## config.mk

```make
export PLATFORM = sky130hd
export DESIGN_NAME = load_align_ctrl
export DESIGN_NICKNAME = d
export VERILOG_FILES = /design/src/rtl/load_align_ctrl.sv
export SDC_FILE = /design/constraint.sdc
export NUM_CORES = 1
export LEC_CHECK = 0
export CORE_UTILIZATION = 40
export DETAILED_ROUTE_END_ITERATION = 6
export SLEW_MARGIN = 0
export SYNTH_ARGS = -nofsm -noshare
export SYNTH_HDL_FRONTEND = slang
export SYNTH_SLANG_ARGS = --single-unit
```

## constraint.sdc

```tcl
create_clock -name clk -period 21.9 [get_ports clk]
set_input_delay 6.57 -clock clk [delete_from_list [all_inputs] [get_ports clk]]
set_output_delay 6.57 -clock clk [all_outputs]
set_load 0.01 [all_outputs]
```

## src/rtl/load_align_ctrl.sv

```systemverilog
// load_align_ctrl
//   Load sequencer between the load/store stage and a 32-bit AXI4-lite read
//   port. One RV64 load of any size and byte alignment becomes 1..3 aligned
//   32-bit reads, issued one at a time. The beats are merged, shifted to the
//   access offset, masked to the access size and sign/zero-extended to XLEN.
//
// Ports
//   clk, rst                  clock, synchronous active-high reset
//   req_valid/req_ready       load request handshake (ready only in IDLE)
//   req_addr, req_funct3      byte address and RISC-V load funct3
//   resp_valid/resp_ready     result handshake
//   resp_data, resp_err       extended load result, bus error / illegal funct3
//   araddr/arvalid/arready    AXI4-lite AR channel (araddr 4-byte aligned)
//   arprot                    constant 3'b000
//   rdata/rresp/rvalid/rready AXI4-lite R channel
module load_align_ctrl #(
  parameter int XLEN      = 64,
  parameter int MAX_BEATS = 3
) (
  input  logic            clk,
  input  logic            rst,
  input  logic            req_valid,
  output logic            req_ready,
  input  logic [XLEN-1:0] req_addr,
  input  logic [2:0]      req_funct3,
  output logic            resp_valid,
  input  logic            resp_ready,
  output logic [XLEN-1:0] resp_data,
  output logic            resp_err,
  output logic [XLEN-1:0] araddr,
  output logic            arvalid,
  input  logic            arready,
  output logic [2:0]      arprot,
  input  logic [31:0]     rdata,
  input  logic [1:0]      rresp,
  input  logic            rvalid,
  output logic            rready
);

  localparam int BUF_W = 32 * MAX_BEATS;

  typedef enum logic [1:0] {IDLE, ADDR, DATA, RESP} state_t;

  state_t          state;
  logic [1:0]      off_q;
  logic [2:0]      f3_q;
  logic [XLEN-1:0] base_q;
  logic [1:0]      beat_q;
  logic [1:0]      nbeats_q;
  logic [31:0]     beat_buf [MAX_BEATS];
  logic [BUF_W-1:0] merged;

  logic [3:0] req_size;
  logic [3:0] req_span;

  assign arprot   = 3'b000;
  assign req_size = 4'd1 << req_funct3[1:0];
  // Bytes touched from the aligned base, rounded up to whole 32-bit beats.
  assign req_span = {2'b00, req_addr[1:0]} + req_size + 4'd3;

  // Beat buffer as seen on the final R handshake: the beat arriving this
  // cycle replaces its slot so the result can be registered in the same edge.
  always_comb begin
    merged = '0;
    for (int i = 0; i < MAX_BEATS; i++) begin
      merged[32*i +: 32] = (beat_q == 2'(i)) ? rdata : beat_buf[i];
    end
  end

  function automatic logic [XLEN-1:0] load_extract(input logic [BUF_W-1:0] raw,
                                                   input logic [1:0]       off,
                                                   input logic [2:0]       f3);
    logic [BUF_W-1:0]   s;
    logic signed [7:0]  b8;
    logic signed [15:0] h16;
    logic signed [31:0] w32;
    logic [XLEN-1:0]    r;
    s   = raw >> {off, 3'b000};
    b8  = s[7:0];
    h16 = s[15:0];
    w32 = s[31:0];
    r   = '0;
    case (f3[1:0])
      2'd0:    r = f3[2] ? XLEN'(s[7:0])  : XLEN'(b8);
      2'd1:    r = f3[2] ? XLEN'(s[15:0]) : XLEN'(h16);
      2'd2:    r = f3[2] ? XLEN'(s[31:0]) : XLEN'(w32);
      default: r = XLEN'(s[63:0]);
    endcase
    return r;
  endfunction

  always_ff @(posedge clk) begin
    if (rst) begin
      state      <= IDLE;
      req_ready  <= 1'b0;
      resp_valid <= 1'b0;
      resp_data  <= '0;
      resp_err   <= 1'b0;
      arvalid    <= 1'b0;
      rready     <= 1'b0;
      araddr     <= '0;
      beat_q     <= '0;
    end else begin
      case (state)
        IDLE: begin
          if (!req_ready) begin
            req_ready <= 1'b1;
          end else if (req_valid) begin
            req_ready <= 1'b0;
            off_q     <= req_addr[1:0];
            f3_q      <= req_funct3;
            base_q    <= {req_addr[XLEN-1:2], 2'b00};
            nbeats_q  <= req_span[3:2];
            beat_q    <= '0;
            resp_err  <= 1'b0;
            if (req_funct3 == 3'b111) begin
              state      <= RESP;
              resp_valid <= 1'b1;
              resp_err   <= 1'b1;
              resp_data  <= '0;
            end else begin
              state   <= ADDR;
              arvalid <= 1'b1;
              araddr  <= {req_addr[XLEN-1:2], 2'b00};
            end
          end
        end
        ADDR: begin
          if (arready) begin
            arvalid <= 1'b0;
            rready  <= 1'b1;
            state   <= DATA;
          end
        end
        DATA: begin
          if (rvalid) begin
            beat_buf[beat_q] <= rdata;
            beat_q           <= beat_q + 2'd1;
            rready           <= 1'b0;
            if (rresp != 2'b00) begin
              state      <= RESP;
              resp_valid <= 1'b1;
              resp_err   <= 1'b1;
              resp_data  <= '0;
            end else if ((beat_q + 2'd1) < nbeats_q) begin
              state   <= ADDR;
              arvalid <= 1'b1;
              araddr  <= base_q + XLEN'({beat_q + 2'd1, 2'b00});
            end else begin
              state      <= RESP;
              resp_valid <= 1'b1;
              resp_data  <= load_extract(merged, off_q, f3_q);
            end
          end
        end
        RESP: begin
          if (resp_ready) begin
            resp_valid <= 1'b0;
            req_ready  <= 1'b1;
            state      <= IDLE;
          end
        end
        default: state <= IDLE;
      endcase
    end
  end

endmodule

```

---- Word-level counts from Yosys, hierarchy flattened ----
Memory sizes are Yosys's and may differ from the RTL's.
Index checks and enable logic that the tools add are counted.
cells by class
  add/subtract/negate cells ............... 4
  order comparisons ....................... 1
  eq/ne operators ......................... 19
  shifts and indexed selects .............. 2
  mux-type cells .......................... 67
  bitwise gates (word level) .............. 1
  reductions and logical operators ........ 19
operators by type and width
  cell                                                  count
  two-way mux 64 bit                                    15
  case mux 64 bit (2 select lines)                      2
  case mux 64 bit (3 select lines)                      1
  two-way mux 32 bit                                    3
  >> shifter 96 x 5 -> 64 bit                           1
  adder 64 x 4 -> 64 bit                                1
  two-way mux 1 bit                                     28
  two-way mux 2 bit                                     11
  inequality test 2 bit (second input constant)         10
  AND reduction 7 bit                                   2
  AND reduction 5 bit                                   2
  equality test 2 bit (second input constant)           4
  case mux 2 bit (4 select lines)                       1
  AND reduction 4 bit                                   2
  AND reduction 8 bit                                   1
  nonzero test 2 bit                                    4
  equality test 2 x 1 -> 1 bit (second input constant)  3
  zero test 2 bit                                       3
  case mux 1 bit (2 select lines)                       3
  case mux 1 bit (3 select lines)                       2
  AND reduction 6 bit                                   1
  nonzero test 3 bit                                    2
  adder 2 x 4 -> 4 bit                                  1
  adder 4 x 2 -> 4 bit (second input constant)          1
  other kinds (9)                                       9
storage, ports and cells
  bits in registers ....................... 206
  RAM bits ................................ 96
  output and inout bits ................... 136
  memories ................................ 1
memories
  memory    words  bits a word  rd ports  clocked after memory_dff  write ports  line  source
  beat_buf  3      32           3         0                         1            50    logic [31:0] beat_buf [MAX_BEATS];

---- Logic depth before layout (Yosys ltp) ----
Gate-level depths: netlist of the first run.
  word-level depth ........................ 9
  depth in mapped cells ................... 12
  mapped depth without buffers ............ 9

---- Worst setup path before layout of the first run ----
OpenSTA, ideal clock, no wires.
  kind .................................... input to register
  start point ............................. input port rst
  end point ............................... register base_q[10], enable pin
  arrival time ............................ 13.575 ns
  required time ........................... 21.234 ns
  slack ................................... 7.658 ns
  stages on the path ...................... 3
  buffers on the path ..................... 2
  path through ............................ clkbuf_1 > clkbuf_1 > nor4_1
between the ends
  word-level cells in the longest chain between the ends .. 2
RTL lines
  element                        line  source
  from (decl)                    21    input logic rst,
  NOT 1 bit (no line)            n/a
  AND reduction 4 bit (no line)  n/a
  to (signal assigned)           112   base_q <= {req_addr[XLEN-1:2], 2'b00};
  to (decl)                      47    logic [XLEN-1:0] base_q;
Every way passes these cells.
A chain may end at the register's enable or synchronous reset.

---- Worst setup path after layout of the first run ----
  start point ............................. input port rresp[1]
  end point ............................... register araddr[52]
between the ends
  word-level cells in the longest chain between the ends .. 3
RTL lines
  element                          line  source
  from (decl)                      35    input logic [1:0] rresp,
  nonzero test 2 bit               140   if (rresp != 2'b00) begin
  inequality test 2 bit (no line)  n/a
  AND reduction 7 bit (no line)    n/a
  to (signal assigned)             124   araddr <= {req_addr[XLEN-1:2], 2'b00};
  to (signal assigned)             148   araddr <= base_q + XLEN'({beat_q + 2'd1, 2'b00});
  to (decl)                        30    output logic [XLEN-1:0] araddr,
Every way passes these cells.

==> flow_summary_export.csv, run 1 <==
group,metric,value,unit
sta,drv_slew,0,
finish,post_layout_net_count,1627,
yosys,largest_area_contributor_in_the_netlist,"sky130_fd_sc_hd__edfxtp_1",
sta,finalSetupViolCount,0,
sta,clock_skew,0.02171,ns
clock_tree,tritoncts,"done",
critical_path,critical-path-max-stage-delay,0.70,ns
sta,period_minus_slack,9.132,ns
critical_path,register_to_register_path_setup_slack,18.28,ns
finish,final_common_cell,"sky130_fd_sc_hd__clkdlybuf4s50_1",
critical_path,critPathKind,"input pin to flip-flop",
sta,max-slew-margin-rel,33.08,%
yosys,syn-instance-count,1308,
placed_design,detailed_place_hpwl,28.55,mm
floorplan,boundaryPins,243,
critical_path,timing.critical_path.arrival,9.53,ns
yosys,synth_seq_area_share,52.07,%
finish,num-fill-cells,3085,
critical_path,timing.critical_path.to_type,"flip-flop",
sta,worst_slew_pin_slew,0.9962,ns
routing,wire_per_inst,20.47,um
sta,fin_setup_tns,0,ns
yosys,postSynth.asyncResetShare,0,%
finish,syn_to_final_growth,26.52,%
yosys,syn_avg_cell_area,10.89,um^2
floorplan,initial_utilization,40.94,%
finish,ratio_of_cells_with_drive_above_1_in_the_final_layout,9.889,%
power_and_ir_drop,internal_power,0.0009839,W
critical_path,critical-path-slowest-cell,"sky130_fd_sc_hd__nand2_1",
clock_tree,cts_root_buffer,"sky130_fd_sc_hd__clkbuf_16",
power_and_ir_drop,power_frac_comb,11.2,%
global_routing,global_route.overflow_total,0,
critical_path,critical_path.startpoint,"rresp[1]",
yosys,synth_area,14240,um^2
global_routing,antenna_violations_before_repair,4,
power_and_ir_drop,power.switching,0.0003174,W
run_status,outcome,"finished clean",
sta,unrepaired_setup_endpoints_after_global_routing,"false",
clock_tree,cts.path.max_buffers,3,
critical_path,worstSetupStartpointType,"input pin",
placed_design,port_buffers,237,
power_and_ir_drop,power.share.clock,41.9,%
routing,starting_drc_count_in_detailed_routing,766,
critical_path,worst_setup_path_endpoint,"araddr[52]$_SDFFE_PP0P_",
global_routing,global_route.usage.total,22.50,%
global_routing,largest_net_degree_at_the_start_of_global_routing,57,
yosys,synthTopCellsByArea,"sky130_fd_sc_hd__edfxtp_1 33%, sky130_fd_sc_hd__dfxtp_1 19%, sky130_fd_sc_hd__mux4_2 6.2%, sky130_fd_sc_hd__mux2i_1 5.6%, sky130_fd_sc_hd__nand2_1 3.6%",
clock_tree,cts_post_setup_buffers_inserted,0,
yosys,yosysUniqueCellTypes,61,
routing,antenna_nets_post_route,0,
critical_path,capturing_point_of_the_worst_reg2reg_path,"araddr[52]$_SDFFE_PP0P_",
power_and_ir_drop,ir_worst_vdd,0.00004447,V
hold_path,min_path_type,"flip-flop to flip-flop",
critical_path,worstPathRequired,22.30,ns
global_routing,grt_pass1_vias,10960,
hold_path,hp-start,"resp_data[53]$_SDFFE_PP0P_",
floorplan,dieHeight,190.7,um
yosys,synth_top_area_share,33.10,%
routing,dr_total_vias,11050,
sta,final.period_utilization,41.70,%
floorplan,fp.dieArea,36370,um^2
routing,detail_route.drc_violations,0,
clock_tree,cts_hold_buf,0,
finish,multiInputGateArea,6395,um^2
clock_tree,h-tree-depth,2,
critical_path,r2r.worst_path.cells,9,
run,timing.max_cap.violations,0,
clock_tree,clock_transition_at_the_registers_of_the_reported_paths,0.06,ns
power_and_ir_drop,power_switching_share,24.39,%
critical_path,cell_chain_of_the_critical_path,"clkdlybuf4s50_1 -> or3_4 -> or2_1 -> a211oi_4 -> buf_4 -> nand2_1 -> o22ai_1",
power_and_ir_drop,power_density,72.21,nW/um^2
floorplan,die_x,190.7,um
global_routing,grt_first_pass_wirelength,63.04,mm
critical_path,worst_r2r_startpoint,"beat_q[0]$_SDFFE_PP0P_",
clock_tree,clock_latency,0.52,ns
routing,detailedRoute.firstPassIterationCount,7,
sta,finalHoldViolations,0,
power_and_ir_drop,seq_power_share,46.9,%
floorplan,core.rowCount,68,
yosys,synth-warning-count,0,
yosys,synth_enable_flop_cells,157,
power_and_ir_drop,static-leakage-power,6.276,nW
placed_design,gp_congestion,0.8092,
routing,post_drt_via_cell_ratio,5.540,
finish,layout.cells.most_common_list,"236 x sky130_fd_sc_hd__clkdlybuf4s50_1, 157 x sky130_fd_sc_hd__edfxtp_1, 138 x sky130_fd_sc_hd__nand2_1",
critical_path,critical_path.max_fanout,41,
clock_tree,numClockSinks,292,
finish,seqCellArea,7417,um^2
yosys,synth.ff_latch_count,292,
power_and_ir_drop,post_layout_power,0.001301,W
yosys,synth_flop_cell,"sky130_fd_sc_hd__edfxtp_1",
sta,maximum_clock_frequency,0.1095,GHz
clock_tree,numCtsBuffers,34,
routing,drt_wl_total,40.82,mm
clock_tree,cts_resized,0,
floorplan,coreArea,34800,um^2
[metal layers]
metal | share of wire (%) | track usage (%)
met5 | 0.069 | 0
met4 | 2.1 | 5.723
met3 | 7.5 | 5.834
met2 | 46 | 36.28
met1 | 44 | 29.95
[cells in the mapped netlist (13+ instances only)]
| master | n |
|---|---|
| sky130_fd_sc_hd__a211oi_1 | 19 |
| sky130_fd_sc_hd__a21oi_1 | 102 |
| sky130_fd_sc_hd__and3_1 | 38 |
| sky130_fd_sc_hd__buf_2 | 22 |
| sky130_fd_sc_hd__clkbuf_1 | 51 |
| sky130_fd_sc_hd__dfxtp_1 | 135 |
| sky130_fd_sc_hd__edfxtp_1 | 157 |
| sky130_fd_sc_hd__inv_1 | 13 |
| sky130_fd_sc_hd__mux2i_1 | 79 |
| sky130_fd_sc_hd__mux4_2 | 39 |
| sky130_fd_sc_hd__nand2_1 | 138 |
| sky130_fd_sc_hd__nand3_1 | 39 |
| sky130_fd_sc_hd__nand4_1 | 19 |
| sky130_fd_sc_hd__nor2_1 | 93 |
| sky130_fd_sc_hd__nor3_1 | 20 |
| sky130_fd_sc_hd__o21ai_0 | 33 |
| sky130_fd_sc_hd__o21ai_1 | 33 |
| sky130_fd_sc_hd__o22ai_1 | 58 |
| sky130_fd_sc_hd__xnor2_1 | 43 |
| sky130_fd_sc_hd__xor2_1 | 14 |
[per-stage QoR]
stage               hold slack (ns)  utilization [%]  instances  instance area, um^2  worst slack, ns
finish                       0.4450            51.79       1994                18020            12.77
global route                 0.4580            51.78       1993                18020            12.65
CTS                          0.4499            51.78       1992                18020            12.78
detailed placement           0.4426            48.70       1930                16950            12.27
global placement             0.4365            48.70       1930                16950            12.33
floorplan                    0.4486                -       1312                14260            7.658
[critical path, delay by kind of cell]
family	cells	cell delay [ns]
AO/OA/AOI/OAI	2	0.62
buffers and inverters	2	0.87
AND/OR/NAND/NOR	3	1.45
[flip-flops by register name, indices dropped and copies added (netlist names)]
| register | flops |
|---|---|
| resp_valid | 1 |
| f3_q | 3 |
| resp_err | 1 |
| base_q | 62 |
| beat_q | 2 |
| nbeats_q | 2 |
| off_q | 2 |
| araddr | 62 |
| state | 2 |
| req_ready | 1 |
| arvalid | 1 |
| resp_data | 64 |
| beat_buf | 88 |
| rready | 1 |
[how the worst min path moves through the flow]
stage                                       endpoint  cells past startpoint
after floorplan               beat_q[1]$_SDFFE_PP0P_                      2
after global placement    resp_data[34]$_SDFFE_PP0P_                      2
after detailed placement  resp_data[53]$_SDFFE_PP0P_                      2
after CTS                 resp_data[53]$_SDFFE_PP0P_                      2
after global routing      resp_data[35]$_SDFFE_PP0P_                      2
final                     resp_data[53]$_SDFFE_PP0P_                      2
[area by class of cell]
class	instances	area share, %
tap	455	3.159
sequential	292	41.16
timing repair buffer	257	13.97
multi-input combinational	913	35.48
antenna	2	0.02777
clock buffer	54	5.422
clock inverter	8	0.5137
inverter	13	0.2708
[logic make-up (layout without fill, tap and decap cells)]
| family | count (synthesis) | in the layout | share of synthesized area, % |
|---|---|---|---|
| compound gates | 291 | 291 | 12.37 |
| fa+ha+maj | 9 | 9 | 0.8959 |
| other cells | 1 | 7 | 0.02633 |
| buf+inv | 107 | 332 | 3.355 |
| flops | 292 | 292 | 52.07 |
| simple gates | 424 | 424 | 15.35 |
| mux | 127 | 127 | 12.43 |
| xor+xnor | 57 | 57 | 3.505 |
[power groups by stage]
stage	registers (W)	logic [W]	clock network, W
after floorplan	0.000623	0.0000739	0
after detailed placement	0.000621	0.000146	0
after global placement	0.000622	0.000145	0
after global routing	0.000612	0.000159	0.000577
final	0.000610	0.000146	0.000545
after CTS	0.000610	0.000147	0.000554
Note: power is estimated with default switching activity, not from simulation.
==> inputs of run 2 (changes only) <==
clock period = 9.1 ns   (was 21.9 ns; I/O delays follow)
==> run 2 against run 1 <==
Net effect:
- worst setup slack worse by 8.6 ns
- first-iteration DRC count up 7.6%
- sequential power up 140%
- non-clock buffer count down 1
- register-to-register slack worse by 13 ns
- largest power group unchanged
- sequential cell count unchanged
- via count down 0.28%
- die area unchanged
- total power up 130%
- largest cell class unchanged
- hold slack better by 0.0013 ns
==> flow_summary_export.csv, run 2 (synthesized netlist as in run 1, its figures left out) <==
group,metric,value,unit
power_and_ir_drop,ir_worst_vdd,0.0001390,V
routing,dr_total_vias,11020,
sta,worst_slew_pin_slew,1.172,ns
sta,finalSetupViolCount,0,
clock_tree,h-tree-depth,1,
critical_path,worstPathRequired,9.55,ns
critical_path,worst_path_dominant_cell_family,"buffers and inverters",
sta,fin_setup_tns,0,ns
placed_design,gp_congestion,0.8188,
clock_tree,cts_post_setup_buffers_inserted,0,
power_and_ir_drop,power_density,169.8,nW/um^2
power_and_ir_drop,post_layout_power,0.003043,W
placed_design,port_buffers,237,
sta,setup_ws,4.164,ns
finish,post_layout_net_count,1623,
run_status,outcome,"finished clean",
global_routing,largest_net_degree_at_the_start_of_global_routing,75,
finish,ratio_of_cells_with_drive_above_1_in_the_final_layout,9.993,%
critical_path,timing.critical_path.to_type,"flip-flop",
clock_tree,cts_hold_buf,0,
floorplan,die_x,190.7,um
sta,clock_skew,0.01060,ns
clock_tree,tritoncts,"done",
finish,num-fill-cells,3168,
global_routing,antenna_violations_before_repair,4,
routing,antenna_nets_post_route,0,
critical_path,worst-path-buf-inv,2,
global_routing,global_route.usage.total,22.37,%
floorplan,coreArea,34800,um^2
clock_tree,cts.path.max_buffers,3,
run,timing.max_cap.violations,0,
floorplan,initial_utilization,40.94,%
sta,period_minus_slack,4.936,ns
clock_tree,cts_root_buffer,"sky130_fd_sc_hd__clkbuf_16",
critical_path,critPathKind,"input pin to flip-flop",
routing,drt_wl_total,40.80,mm
placed_design,dpl_cell_area,16950,um^2
global_routing,grt_pass1_vias,10800,
global_routing,grtUsageMet3,4.729,%
critical_path,worstSetupStartpointType,"input pin",
clock_tree,numClockSinks,292,
placed_design,dp_worst_setup_slack,3.551,ns
finish,syn_to_final_growth,25.84,%
routing,post_drt_via_cell_ratio,5.546,
critical_path,cell_chain_of_the_critical_path,"clkdlybuf4s50_1 -> nand3_1 -> nor2_1 -> a211o_2 -> buf_4 -> nor3_1 -> a21o_1 -> a22o_1",
sta,max-slew-margin-rel,21.73,%
sta,unrepaired_setup_endpoints_after_global_routing,"false",
global_routing,global_route.overflow_total,0,
floorplan,core.rowCount,68,
routing,starting_drc_count_in_detailed_routing,824,
placed_design,detailed_place_hpwl,28.27,mm
finish,final_common_cell,"sky130_fd_sc_hd__clkdlybuf4s50_1",
finish,antenna_cells,0,
finish,layout_top_registers,"beat_buf: 88 flops, resp_data: 64 flops",
sta,drv_slew,0,
floorplan,dieHeight,190.7,um
critical_path,timing.critical_path.arrival,5.39,ns
routing,detail_route.drc_violations,0,
global_routing,grt_first_pass_wirelength,62.82,mm
routing,wire_per_inst,20.54,um
clock_tree,clock_transition_at_the_registers_of_the_reported_paths,0.06,ns
critical_path,critical_path.max_fanout,74,
critical_path,critical-path-max-stage-delay,0.61,ns
floorplan,fp.dieArea,36370,um^2
global_routing,global_route.peak_usage_layer,"met2",
sta,finalHoldViolations,0,
finish,layout.cells.most_common_list,"236 x sky130_fd_sc_hd__clkdlybuf4s50_1, 157 x sky130_fd_sc_hd__edfxtp_1, 138 x sky130_fd_sc_hd__nand2_1",
hold_path,min_path_type,"flip-flop to flip-flop",
finish,post-route-cell-area,17930,um^2
floorplan,boundaryPins,243,
routing,detailedRoute.firstPassIterationCount,5,
finish,max_ffs_per_register,88,
sta,final.period_utilization,54.24,%
power_and_ir_drop,static-leakage-power,6.237,nW
finish,final_core_utilization,51.51,%
clock_tree,clock_latency,0.56,ns
finish,registers.top_by_ff_count,"beat_buf",
critical_path,critical-path-slowest-cell,"sky130_fd_sc_hd__buf_4",
global_routing,groute.layer.met2.usage,36.39,%
clock_tree,cts_resized,0,
sta,maximum_clock_frequency,0.2026,GHz
global_routing,grt.met1_usage,30.06,%
clock_tree,numCtsBuffers,31,
## run 2: tightest hold or removal path: stages (launching register included)
cell                      delay, ns
sky130_fd_sc_hd__dfxtp_1       0.31
sky130_fd_sc_hd__nand2_1       0.05
sky130_fd_sc_hd__o21ai_1       0.05
## run 2: metrics by stage
stage	hold WS, ns	cells
2_1_floorplan	0.4486	1312
3_3_place_gp	0.4370	1929
3_5_place_dp	0.4419	1929
4_1_cts	0.4505	1986
5_1_grt	0.4622	1986
6_report	0.4462	1986
## run 2: report_power, final
group	leakage (nW)	internal (W)	total (W)	switching (W)
combinational	3.24	0.000163	0.000353	0.000190
sequential	2.51	0.00143	0.00147	0.0000359
clock	0.483	0.000693	0.00122	0.000528
## run 2: area by class of cell
type | count | area (um^2) | share of cell area (%)
repair buffers | 256 | 2512 | 14.02
flip-flops and latches | 292 | 7417 | 41.38
clock buffers | 47 | 918.4 | 5.123
inverters | 13 | 48.80 | 0.2722
clock inverters | 10 | 56.30 | 0.3141
multi-input cells | 913 | 6404 | 35.72
well taps | 455 | 569.3 | 3.176
## run 2: final timing paths
path	startpoint	endpoint	slack [ns]	cells past startpoint
worst max-delay path	req_funct3[1]	araddr[37]$_SDFFE_PP0P_	4.16	8
worst min-delay path	resp_data[44]$_SDFFE_PP0P_	resp_data[44]$_SDFFE_PP0P_	0.45	2
worst max register to register	beat_q[0]$_SDFFE_PP0P_	araddr[37]$_SDFFE_PP0P_	5.72	10
worst min register to register	resp_data[44]$_SDFFE_PP0P_	resp_data[44]$_SDFFE_PP0P_	0.45	2
## run 2: metal layers
layer / vias up / wire (um)
li1: 5276 / -
met1: 5284 / 17920
met2: 382 / 18780
met3: 65 / 3036
met4: 8 / 1011
met5: - / 51
==> inputs of run 3 (changes only) <==
PLACE_DENSITY = 0.65   (was default)
clock period = 4.01 ns   (was 9.1 ns; I/O delays follow)
==> run 3 against run 2 <==
Net effect:
- clock power grew 150%
- total power grew 140%
- clock-buffer cell count shrank 2
- design area grew 1.8%
- global-route usage shrank 0.23 points
- utilization grew 0.91 points
- via count grew 1.3%
- final cell count grew 1.0%
- sequential share of layout area shrank 0.72 points
- sequential cell count is the same
- largest cell class unchanged
- largest power group unchanged
- highest routed layer unchanged
==> flow_summary_export.csv, run 3 (synthesized netlist as in run 1, its figures left out) <==
group,metric,value,unit
finish,post_layout_net_count,1641,
power_and_ir_drop,power_density,393.6,nW/um^2
placed_design,detailed_place_hpwl,27.92,mm
critical_path,cell_chain_of_the_critical_path,"inv_1 -> ha_2 -> ha_1 -> a21oi_1 -> nor4_2 -> nand3_1 -> nor4_1 -> xnor2_1 -> o22ai_1",
critical_path,worst_path_dominant_cell_family,"simple AND/OR/NAND/NOR gates",
routing,dr_total_vias,11160,
floorplan,dieHeight,190.7,um
finish,final_common_cell,"sky130_fd_sc_hd__clkdlybuf4s50_1",
critical_path,register_to_register_path_setup_slack,0.70,ns
critical_path,worst_setup_path_endpoint,"araddr[57]$_SDFFE_PP0P_",
sta,final.period_utilization,82.59,%
finish,layout_top_registers,"beat_buf: 88 flops, resp_data: 64 flops",
clock_tree,tritoncts,"done",
clock_tree,clock_transition_at_the_registers_of_the_reported_paths,0.06,ns
critical_path,critical_path.max_fanout,14,
routing,post_drt_via_cell_ratio,5.563,
finish,antenna_cells,0,
critical_path,worst_r2r_startpoint,"beat_q[0]$_SDFFE_PP0P_",
routing,detailedRoute.firstPassIterationCount,7,
floorplan,core.rowCount,68,
sta,finalSetupViolCount,0,
global_routing,antenna_violations_before_repair,3,
finish,syn_to_final_growth,28.06,%
global_routing,global_route.usage.total,22.13,%
clock_tree,clock_latency,0.52,ns
sta,clock_skew,0.02755,ns
critical_path,timing.critical_path.depth,9,
routing,wire_per_inst,20.06,um
critical_path,worstPathRequired,4.37,ns
placed_design,dp_worst_setup_slack,0.2617,ns
global_routing,global_route.overflow_total,0,
sta,finalHoldViolations,0,
floorplan,initial_utilization,40.94,%
placed_design,placed_cells,1944,
clock_tree,cts_resized,0,
finish,num-fill-cells,3089,
finish,max_ffs_per_register,88,
routing,drt_wl_total,40.24,mm
finish,instances_no_fill,2006,
clock_tree,numClockSinks,292,
placed_design,gp_congestion,0.8508,
critical_path,timing.critical_path.arrival,3.67,ns
sta,drv_slew,0,
placed_design,port_buffers,237,
global_routing,grt_pass1_vias,11010,
critical_path,critical-path-max-stage-delay,0.64,ns
critical_path,critical_path.startpoint,"beat_q[0]$_SDFFE_PP0P_",
global_routing,largest_net_degree_at_the_start_of_global_routing,102,
floorplan,coreArea,34800,um^2
sta,maximum_clock_frequency,0.3019,GHz
clock_tree,cts_root_buffer,"sky130_fd_sc_hd__clkbuf_16",
clock_tree,cts_hold_buf,0,
finish,registers.top_by_ff_count,"beat_buf",
sta,worst_slew_pin_slew,1.142,ns
sta,holdWs,0.4450,ns
run,timing.max_cap.violations,0,
critical_path,critPathKind,"flip-flop to flip-flop",
finish,layout.cells.most_common_list,"236 x sky130_fd_sc_hd__clkdlybuf4s50_1, 157 x sky130_fd_sc_hd__edfxtp_1, 138 x sky130_fd_sc_hd__nand2_1",
critical_path,worstSetupStartpointType,"flip-flop",
sta,unrepaired_setup_endpoints_after_global_routing,"false",
critical_path,r2r.worst_path.cells,9,
run_status,outcome,"finished clean",
floorplan,fp.dieArea,36370,um^2
hold_path,min_path_type,"flip-flop to flip-flop",
sta,setup_ws,0.6980,ns
routing,detail_route.drc_violations,0,
clock_tree,numCtsBuffers,34,
critical_path,capturing_point_of_the_worst_reg2reg_path,"araddr[57]$_SDFFE_PP0P_",
critical_path,worst-path-buf-inv,1,
clock_tree,cts_post_setup_buffers_inserted,0,
finish,ratio_of_cells_with_drive_above_1_in_the_final_layout,11.22,%
power_and_ir_drop,post_layout_power,0.007180,W
sta,period_minus_slack,3.312,ns
critical_path,timing.critical_path.to_type,"flip-flop",
clock_tree,h-tree-depth,2,
critical_path,critical-path-slowest-cell,"sky130_fd_sc_hd__nor4_1",
power_and_ir_drop,ir_worst_vdd,0.0002694,V
global_routing,grt_first_pass_wirelength,62.42,mm
clock_tree,cts.path.max_buffers,3,
routing,antenna_nets_post_route,0,
sta,max-slew-margin-rel,23.73,%
floorplan,die_x,190.7,um
routing,starting_drc_count_in_detailed_routing,874,
power_and_ir_drop,static-leakage-power,6.400,nW
floorplan,boundaryPins,243,
[run 3: worst min-delay path: stages, from the launching register on]
cell,delay [ns]
sky130_fd_sc_hd__dfxtp_1,0.31
sky130_fd_sc_hd__nand2_1,0.05
sky130_fd_sc_hd__o21ai_1,0.05
[run 3: per-layer routing]
layer,routed length [um],global-route usage [%],up-vias,share of wire (%)
li1,-,-,5323,-
met1,17270,29.13,5374,43
met2,19230,36.90,405,48
met3,2916,4.361,52,7.2
met4,788,6.185,6,2.0
met5,39,0,-,0.097
[run 3: layout make-up]
cell class,instances,area (um^2),area share (%)
Timing Repair Buffer,271,2700,14.80
Clock buffer,45,996.0,5.460
Tap cell,455,569.3,3.121
Inverter,13,48.80,0.2675
Clock inverter,17,110.1,0.6036
Sequential cell,292,7417,40.66
Multi-Input combinational cell,913,6401,35.09
[run 3: power by group]
| group | total (W) | leakage, nW | internal (W) | switching [W] |
|---|---|---|---|---|
| logic | 0.000817 | 3.34 | 0.000386 | 0.000431 |
| registers | 0.00333 | 2.51 | 0.00325 | 0.0000820 |
| clock network | 0.00303 | 0.549 | 0.00181 | 0.00122 |
[run 3: how the worst min path moves through the flow]
stage	end	slack [ns]	startpoint	depth (start not counted)
floorplan	beat_q[1]$_SDFFE_PP0P_	0.45	beat_q[1]$_SDFFE_PP0P_	2
global placement	resp_data[63]$_SDFFE_PP0P_	0.44	resp_data[63]$_SDFFE_PP0P_	2
detailed placement	resp_data[53]$_SDFFE_PP0P_	0.44	resp_data[53]$_SDFFE_PP0P_	2
CTS	resp_data[53]$_SDFFE_PP0P_	0.45	resp_data[53]$_SDFFE_PP0P_	2
global route	resp_data[38]$_SDFFE_PP0P_	0.46	resp_data[38]$_SDFFE_PP0P_	2
finish	resp_data[53]$_SDFFE_PP0P_	0.45	resp_data[53]$_SDFFE_PP0P_	2
[run 3: stage by stage]
step           utilization, %  instance area [um^2]  TNS [ns]
5_1_grt                 52.42                 18240         0
3_3_place_gp            49.24                 17140         0
4_1_cts                 52.42                 18240         0
6_report                52.42                 18240         0
3_5_place_dp            49.24                 17140         0
2_1_floorplan               -                 14320    -8.138
